[config.mk]
export PLATFORM = sky130hd
export DESIGN_NAME = ps2_receiver
export DESIGN_NICKNAME = d
export VERILOG_FILES = /design/src/rtl/ps2_receiver_pkg.sv /design/src/rtl/ps2_clk_filter.sv /design/src/rtl/ps2_receiver.sv
export SDC_FILE = /design/constraint.sdc
export NUM_CORES = 1
export LEC_CHECK = 0
export BUFFER_PORTS_ARGS = -buffer_cell sky130_fd_sc_hd__buf_4
export CORE_AREA = 4 4 67 69
export CTS_CLUSTER_SIZE = 28
export DETAILED_ROUTE_END_ITERATION = 12
export DIE_AREA = 0 0 71 73
export PLACE_DENSITY = 0.88
export SYNTH_ARGS = -nofsm -noshare
export SYNTH_HDL_FRONTEND = slang
export SYNTH_SLANG_ARGS = --single-unit
[constraint.sdc]
create_clock -name schi_clk -period 2.3 [get_ports schi_clk]
set_input_delay 0.115 -clock schi_clk [delete_from_list [all_inputs] [get_ports schi_clk]]
set_output_delay 0.115 -clock schi_clk [all_outputs]
set_load 0.02 [all_outputs]
[src/rtl/ps2_receiver_pkg.sv]
// ps2_receiver_pkg: shared frame constants and receiver state encoding
package ps2_receiver_pkg;
  localparam int PS2_DATA_BITS = 8;
  typedef enum logic [1:0] {
    S_IDLE   = 2'd0,
    S_DATA   = 2'd1,
    S_PARITY = 2'd2,
    S_STOP   = 2'd3
  } ps2_state_t;
endpackage

[src/rtl/ps2_clk_filter.sv]
// ps2_clk_filter: synchronise and debounce the raw PS/2 clock, strobe on its falling edge
module ps2_clk_filter import ps2_receiver_pkg::*; #(
  parameter int FILTER_LEN = 8
) (
  input  logic schi_clk,
  input  logic schi_rst,
  input  logic i_raw,
  output logic o_fall
);
  localparam int CW = $clog2(FILTER_LEN + 1);
  logic [1:0]    r_sync;
  logic          r_filt;
  logic          r_fall;
  logic [CW-1:0] r_cnt;
  // two-flop synchroniser, idle-high preset so reset does not look like an edge
  always_ff @(posedge schi_clk or negedge schi_rst) begin
    if (!schi_rst) r_sync <= 2'b11;
    else           r_sync <= {r_sync[0], i_raw};
  end
  // accept a new level only after FILTER_LEN consecutive disagreeing samples
  always_ff @(posedge schi_clk or negedge schi_rst) begin
    if (!schi_rst) begin
      r_filt <= 1'b1;
      r_cnt  <= '0;
      r_fall <= 1'b0;
    end else if (r_sync[1] == r_filt) begin
      r_cnt  <= '0;
      r_fall <= 1'b0;
    end else if (r_cnt == CW'(FILTER_LEN - 1)) begin
      r_filt <= r_sync[1];
      r_cnt  <= '0;
      r_fall <= r_filt;
    end else begin
      r_cnt  <= r_cnt + 1'b1;
      r_fall <= 1'b0;
    end
  end
  assign o_fall = r_fall;
endmodule

[src/rtl/ps2_receiver.sv]
// ps2_receiver: PS/2 device-to-host frame receiver with a single-entry acknowledged buffer
module ps2_receiver import ps2_receiver_pkg::*; #(
  parameter int FILTER_LEN     = 8,
  parameter int TIMEOUT_CYCLES = 12500,
  parameter int TO_W           = 14
) (
  input  logic                     schi_clk,
  input  logic                     schi_rst,
  input  logic                     ps2_clk,
  input  logic                     ps2_data,
  input  logic                     ps2_rdn,
  output logic                     ps2_data_ready,
  output logic [PS2_DATA_BITS-1:0] ps2_scan_code,
  output logic                     ps2_frame_err,
  output logic                     ps2_overrun,
  output logic                     ps2_busy
);
  localparam int BW = $clog2(PS2_DATA_BITS);
  ps2_state_t               r_state;
  logic [1:0]               r_dsync;
  logic [PS2_DATA_BITS-1:0] r_shift;
  logic [PS2_DATA_BITS-1:0] r_code;
  logic [BW-1:0]            r_bits;
  logic [TO_W-1:0]          r_to;
  logic                     r_par;
  logic                     r_ready;
  logic                     r_err;
  logic                     r_ovr;
  logic                     w_fall;
  logic                     w_data;
  logic                     w_ack;
  logic                     w_good;
  logic                     w_timeout;

  ps2_clk_filter #(.FILTER_LEN(FILTER_LEN)) u_clk_filter (
    .schi_clk (schi_clk),
    .schi_rst (schi_rst),
    .i_raw    (ps2_clk),
    .o_fall   (w_fall)
  );

  assign w_data    = r_dsync[1];
  assign w_ack     = ~ps2_rdn & r_ready;
  assign w_good    = w_data & (^r_shift ^ r_par);
  assign w_timeout = (r_state != S_IDLE) && (r_to == TO_W'(TIMEOUT_CYCLES));

  // data pin synchroniser; data is only consumed on a filtered clock fall
  always_ff @(posedge schi_clk or negedge schi_rst) begin
    if (!schi_rst) r_dsync <= 2'b11;
    else           r_dsync <= {r_dsync[0], ps2_data};
  end

  // frame FSM, inter-edge timeout and the acknowledged one-entry buffer
  always_ff @(posedge schi_clk or negedge schi_rst) begin
    if (!schi_rst) begin
      r_state <= S_IDLE;
      r_shift <= '0;
      r_code  <= '0;
      r_bits  <= '0;
      r_to    <= '0;
      r_par   <= 1'b0;
      r_ready <= 1'b0;
      r_err   <= 1'b0;
      r_ovr   <= 1'b0;
    end else begin
      r_err <= 1'b0;
      r_ovr <= 1'b0;
      r_to  <= (w_fall || r_state == S_IDLE) ? '0 : r_to + 1'b1;
      if (w_ack) r_ready <= 1'b0;
      if (w_timeout) begin
        r_state <= S_IDLE;
        r_err   <= 1'b1;
      end else if (w_fall) begin
        case (r_state)
          S_IDLE: begin
            r_state <= w_data ? S_IDLE : S_DATA;
            r_bits  <= '0;
          end
          S_DATA: begin
            r_shift <= {w_data, r_shift[PS2_DATA_BITS-1:1]};
            r_bits  <= r_bits + 1'b1;
            r_state <= (r_bits == BW'(PS2_DATA_BITS - 1)) ? S_PARITY : S_DATA;
          end
          S_PARITY: begin
            r_par   <= w_data;
            r_state <= S_STOP;
          end
          S_STOP: begin
            r_state <= S_IDLE;
            if (!w_good) r_err <= 1'b1;
            else if (r_ready && !w_ack) r_ovr <= 1'b1;
            else begin
              r_code  <= r_shift;
              r_ready <= 1'b1;
            end
          end
          default: r_state <= S_IDLE;
        endcase
      end
    end
  end

  assign ps2_data_ready = r_ready;
  assign ps2_scan_code  = r_code;
  assign ps2_frame_err  = r_err;
  assign ps2_overrun    = r_ovr;
  assign ps2_busy       = (r_state != S_IDLE);
endmodule

==> run summary, run 1 <==
Mapped Area -> 2200 sq um
drt via density -> 5.41
Final Max Slew Viols -> 0
YS warnings -> 0
Die H -> 73 um
HP Class -> in -> reg
TritonCTS buffer count -> 5
Hold Slack -> 0.0912 ns
top_reg_cell synth -> dfrtp_1
Detailed Route WL -> 3660 um
clk sinks -> 49
Root Driver -> clkbuf_8
Synth Area per Inst -> 12.6 sq um
starting density of the core -> 56.3%
FF+latch count, synth -> 49
Post-Route Skew -> 0.00822 ns
DRC Markers -> 0
met3 wire length -> 117 um
Die W -> 71 um
Synth top area share -> 50.0%
Area growth syn-to-layout -> 13.9%
GR Util All Layers -> 16.5%
wl on met1 -> 1650 um
Mapped Nets -> 185
WS Path Type -> reg -> reg
FILL cells -> 317
final hold violations -> 0
Post-synth EDFFs -> 0
Reg clk slew, reported paths -> 0.09 ns
slew margin rel. -> 59.9%
CTS tree -> yes
# IOs -> 17
Ant. Diodes -> 0
post-synthesis sequential area ratio -> 56.0%
initial drt markers -> 112
wire per inst -> 14.7 um
post-route worst setup slack -> 0.0829 ns
Tcrit/Tclk final -> 96.4%
Clock Path Buffers -> 2
first-pass GRT wire length -> 6570 um
cell with the most instances after synthesis -> dfrtp_1
core area -> 3910 sq um
Mapped Cells -> 175
Max Cap Violations -> 0
dpl ws -> 0.0964 ns
fin crit period -> 2.22 ns
routability cong. -> 0.805
Pwr Density -> 647 nW/um^2
Least-Margin Pin Slew -> 0.601 ns
Async SR Flop Fraction -> 100%
largest net degree at the start of global routing -> 50
I/O Buffers -> 16
fin cells -> 249
Critical Path RT -> 2.49 ns
H-tree depth -> 2
largest cells by area after synthesis -> dfrtp_1, dfstp_2, mux2_4
initial antenna violation count -> 0
number of core rows -> 23
HPWL Detailed -> 2470 um
met2 WL post-DR -> 1800 um
Net count, final -> 208
dpl cells -> 238
area of the die -> 5180 sq um
maximum VDD drop -> 0.396 mV
CP arrival -> 2.41 ns
DRT antenna net count -> 0
1st-pass router iterations -> 4
Vias -> 1346
status -> finished clean
CP endpoint kind -> register
vias in the first global route -> 1426
Post-CTS Setup Bufs -> 0
Max Clock Freq -> 0.451 GHz
Fin Setup TNS -> 0 ns
DR top layer -> met4
area leader, netlist -> dfrtp_1
share of cells above drive strength 1 -> 26.6%
CP startpoint kind -> register
Netlist cell types -> 32
Setup Viol. Count Final -> 0
RSZ-0062 raised after global routing -> false
GR Overflow Total -> 0
Worst Path Max Fanout -> 9
Commonest cells post-synth -> dfrtp_1, nor2_1, xor2_1
Worst-Skew Late Latency -> 0.31 ns
Leak -> 1.19 nW
==> registers in the layout (all words and copies together), names as in the netlist, 2 cells and up <==
name,cells
r_state,2
ps2_scan_code,8
u_clk_filter.r_sync,2
r_shift,8
r_to,14
r_bits,3
r_dsync,2
u_clk_filter.r_cnt,4
==> layout by cell type (no fill, tap or decap), types with 2 or more instances in the layout <==
master	netlist	routed
mux2_2	10	10
inv_1	5	5
mux2i_1	3	3
xor2_1	11	11
clkbuf_8	0	5
ha_1	5	5
a21oi_1	4	4
nand2_1	7	7
buf_4	0	17
nor2_1	22	22
dfrtp_1	44	44
nor3b_1	4	4
dfstp_2	5	5
nand4_1	2	2
dlygate4sd3_1	0	3
and3_1	3	3
nor2b_1	2	2
nand3_1	10	10
and4_1	2	2
mux2_4	8	8
xnor2_1	9	9
nor3_1	2	2
nand2b_1	3	3
or2_2	2	2
==> path summary, 6_finish.rpt <==
kind                            depth (start not counted)  slack [ns]                   start                      to
min in group asynchronous                               2        0.35                schi_rst                r_to[10]
worst min register to register                          0        0.36  u_clk_filter.r_sync[0]  u_clk_filter.r_sync[1]
max in group asynchronous                               2        1.54                schi_rst              r_shift[5]
worst max-delay path                                    5        0.08                 r_to[3]              r_shift[4]
worst max register to register                          5        0.08                 r_to[3]              r_shift[4]
worst min-delay path                                    3        0.09                 ps2_rdn          ps2_data_ready
==> worst max-delay path, stage by stage (launching register included) <==
cell and delay, ns:
dfrtp_1 0.42, or4_4 0.56, nor4_4 0.34, nand2b_1 0.20, or3b_4 0.25, mux2_4 0.32
==> area by class of cell <==
class                      count  area [sq um]  area share [%]
clock buffer                   6          72.6            2.89
clock inverter                 2          38.8            1.55
inverter                       5          18.8           0.748
multi-input combinational    117           926            36.9
sequential                    49          1230            49.1
tap                           50          62.6            2.49
timing repair buffer          20           158            6.28
==> power breakdown <==
part	internal (mW)	leakage, nW	switching, mW
combinational	0.0441	0.473	0.0460
sequential	0.901	0.665	0.0260
clock	0.326	0.0554	0.280
total	1.27	1.19	0.352
==> stage by stage <==
stage / util, % / power, mW / area [sq um]
CTS: 63.9 / 1.64 / 2500
detailed placement: 60.3 / 1.03 / 2360
global placement: 60.3 / 1.03 / 2360
finish: 64.1 / 1.62 / 2510
global route: 64.1 / 1.69 / 2510
floorplan: - / 0.994 / 2200
==> metal layers <==
metal	track usage, %	vias up
met5	0	-
li1	-	639
met4	9.60	0
met3	3.03	8
met2	26.7	20
met1	20.8	679
==> kinds of logic (layout without fill, tap and decap cells) <==
logic type	after synthesis	in the layout	share of synthesized area, %
muxes	21	21	11.9
xor gates and xnor gates	21	21	8.98
AOI/OAI and AO/OA	5	5	1.25
and+or+nand+nor	65	65	16.6
buffers and inverters	9	33	2.39
DFF	49	49	56.0
adders and majority gates	5	5	2.84
==> repair_timing <==
item | CTS | global route
resized for setup | 0 | 1
endpoints found under the setup margin | 0 | 5
endpoints found under the hold margin | 46 | 0
hold buffers | 3 | 0
Note: power is estimated with default switching activity, not from simulation.
==> run 2: changes to the inputs <==
--- a/config.mk
+++ b/config.mk
@@ -7,10 +7,12 @@
 export LEC_CHECK = 0
 export BUFFER_PORTS_ARGS = -buffer_cell sky130_fd_sc_hd__buf_4
 export CORE_AREA = 4 4 67 69
+export CTS_BUF_LIST = sky130_fd_sc_hd__clkbuf_4 sky130_fd_sc_hd__clkbuf_8 sky130_fd_sc_hd__clkbuf_16
 export CTS_CLUSTER_SIZE = 28
 export DETAILED_ROUTE_END_ITERATION = 12
 export DIE_AREA = 0 0 71 73
 export PLACE_DENSITY = 0.88
+export SKIP_CTS_REPAIR_TIMING = 1
 export SYNTH_ARGS = -nofsm -noshare
 export SYNTH_HDL_FRONTEND = slang
 export SYNTH_SLANG_ARGS = --single-unit
==> run summary, run 2 (synthesis gave the netlist of run 1 again) <==
status -> finished clean
Die W -> 71 um (unchanged)
DRC Markers -> 0 (unchanged)
most frequent cells in the layout -> dfrtp_1, nor2_1, buf_4
H-tree depth -> 2 (unchanged)
Tcrit/Tclk final -> 95.7% (-0.74 points)
dpl cells -> 238 (unchanged)
final instance area -> 2510 sq um (+0.15%)
GR Layer Usage met3 -> 3.03% (unchanged)
HPWL Detailed -> 2470 um (unchanged)
initial drt markers -> 108 (-3.6%)
Leak -> 1.20 nW (+0.29%)
drt via density -> 5.43 (+0.37%)
Max Clock Freq -> 0.455 GHz (+0.77%)
wire per inst -> 14.4 um (-1.6%)
Comb power frac -> 5.5% (about the same)
Least-Margin Pin Slew -> 0.588 ns (-0.0134 ns)
Root Driver -> clkbuf_8
Worst-Skew Late Latency -> 0.31 ns (about the same)
slew margin rel. -> 60.8% (+0.89 points)
Net count, final -> 208 (unchanged)
grt met2 use -> 26.1% (-0.62 points)
starting density of the core -> 56.3% (unchanged)
fin crit period -> 2.20 ns (-0.0170 ns)
vias in the first global route -> 1391 (-2.5%)
CP arrival -> 2.39 ns (-0.02 ns)
most common cell after layout, fill and taps aside -> dfrtp_1
max FFs per register -> 14 (unchanged)
maximum VDD drop -> 0.396 mV (about the same)
internal power -> 1.28 mW (+0.93%)
Clock Path Buffers -> 2 (unchanged)
Post-Route Skew -> 0.00701 ns (-0.00121 ns)
TritonCTS buffer count -> 5 (unchanged)
Worst Path Max Fanout -> 9 (unchanged)
WS Path Type -> reg -> reg
share of cells above drive strength 1 -> 27.1% (+0.50 points)
Cell Area, Placed -> 2360 sq um (unchanged)
final hold violations -> 0 (unchanged)
core area -> 3910 sq um (unchanged)
PnR Total Power -> 1.63 mW (+0.64%)
area of the die -> 5180 sq um (unchanged)
switching share of power -> 21.4% (-0.22 points)
CTS tree -> yes
sw power -> 350 uW (-0.41%)
Area growth syn-to-layout -> 14.1%
DRT antenna net count -> 0 (unchanged)
Hold Slack -> 0.0927 ns (+0.00142 ns)
met1 usage -> 20.6% (-0.18 points)
dpl ws -> 0.0964 ns (unchanged)
Reg clk slew, reported paths -> 0.09 ns (about the same)
post-route worst setup slack -> 0.0999 ns (+0.0170 ns)
Final Max Slew Viols -> 0 (unchanged)
GR Overflow Total -> 0 (unchanged)
I/O Buffers -> 16 (unchanged)
# IOs -> 17 (unchanged)
routability cong. -> 0.805 (unchanged)
Critical Path RT -> 2.49 ns (about the same)
Most Used Layer, Global Route -> met2
Layout Utilization -> 64.2% (+0.096 points)
RSZ-0062 raised after global routing -> false
Vias -> 1351 (+0.37%)
Die H -> 73 um (unchanged)
Max Cap Violations -> 0 (unchanged)
number of core rows -> 23 (unchanged)
Fin Setup TNS -> 0 ns (unchanged)
Seq pwr share -> 56.8% (-0.3 points)
first-pass GRT wire length -> 6470 um (-1.6%)
largest net degree at the start of global routing -> 50 (unchanged)
1st-pass router iterations -> 4 (unchanged)
initial antenna violation count -> 0 (unchanged)
CP endpoint kind -> register
clk sinks -> 49 (unchanged)
Detailed Route WL -> 3600 um (-1.6%)
Setup Viol. Count Final -> 0 (unchanged)
HP Class -> in -> reg
fin cells -> 249 (unchanged)
Largest Register -> r_to
clock share of power -> 37.7% (+0.4 points)
GR Util All Layers -> 16.2% (-0.24 points)
Pwr Density -> 650 nW/um^2 (+0.49%)
Ant. Diodes -> 0 (unchanged)
CP startpoint kind -> register
run 2: power by group through the flow:
stage          clock, mW  sequential [mW]  combinational (mW)
2_1_floorplan          0            0.937              0.0569
3_3_place_gp           0            0.941              0.0856
3_5_place_dp           0            0.943              0.0883
4_1_cts            0.635            0.927              0.0886
5_1_grt            0.666            0.931               0.105
6_report           0.616            0.928              0.0899
run 2: critical path: stages, from the launching register on:
cell and delay, ns:
dfrtp_1 0.43, or4_4 0.56, nor4_4 0.32, nand2b_1 0.20
or3b_4 0.26, mux2_4 0.32
run 2: layout make-up:
type / instances / area [sq um]
multi-input combinational: 117 / 926
tap: 50 / 62.6
timing repair buffer: 20 / 158
fill: 315 / 1400
clock buffer: 6 / 76.3
sequential: 49 / 1230
inverter: 5 / 18.8
clock inverter: 2 / 38.8
run 2: final timing paths:
| check | to | startpoint | cells after the start | slack (ns) |
|---|---|---|---|---|
| setup / recovery | r_shift[7] | r_to[3] | 5 | 0.1 |
| hold / removal | ps2_data_ready | ps2_rdn | 3 | 0.09 |
| setup reg to reg | r_shift[7] | r_to[3] | 5 | 0.1 |
| hold reg to reg | u_clk_filter.r_sync[1] | u_clk_filter.r_sync[0] | 0 | 0.36 |
| max in group asynchronous | u_clk_filter.r_cnt[2] | schi_rst | 2 | 1.55 |
| min in group asynchronous | r_to[10] | schi_rst | 2 | 0.36 |
run 2: metal layers:
layer	share of wire (%)	routed length (um)
met1	45	1620
met2	49	1780
met3	2.8	99
met5	0	0
met4	2.7	98
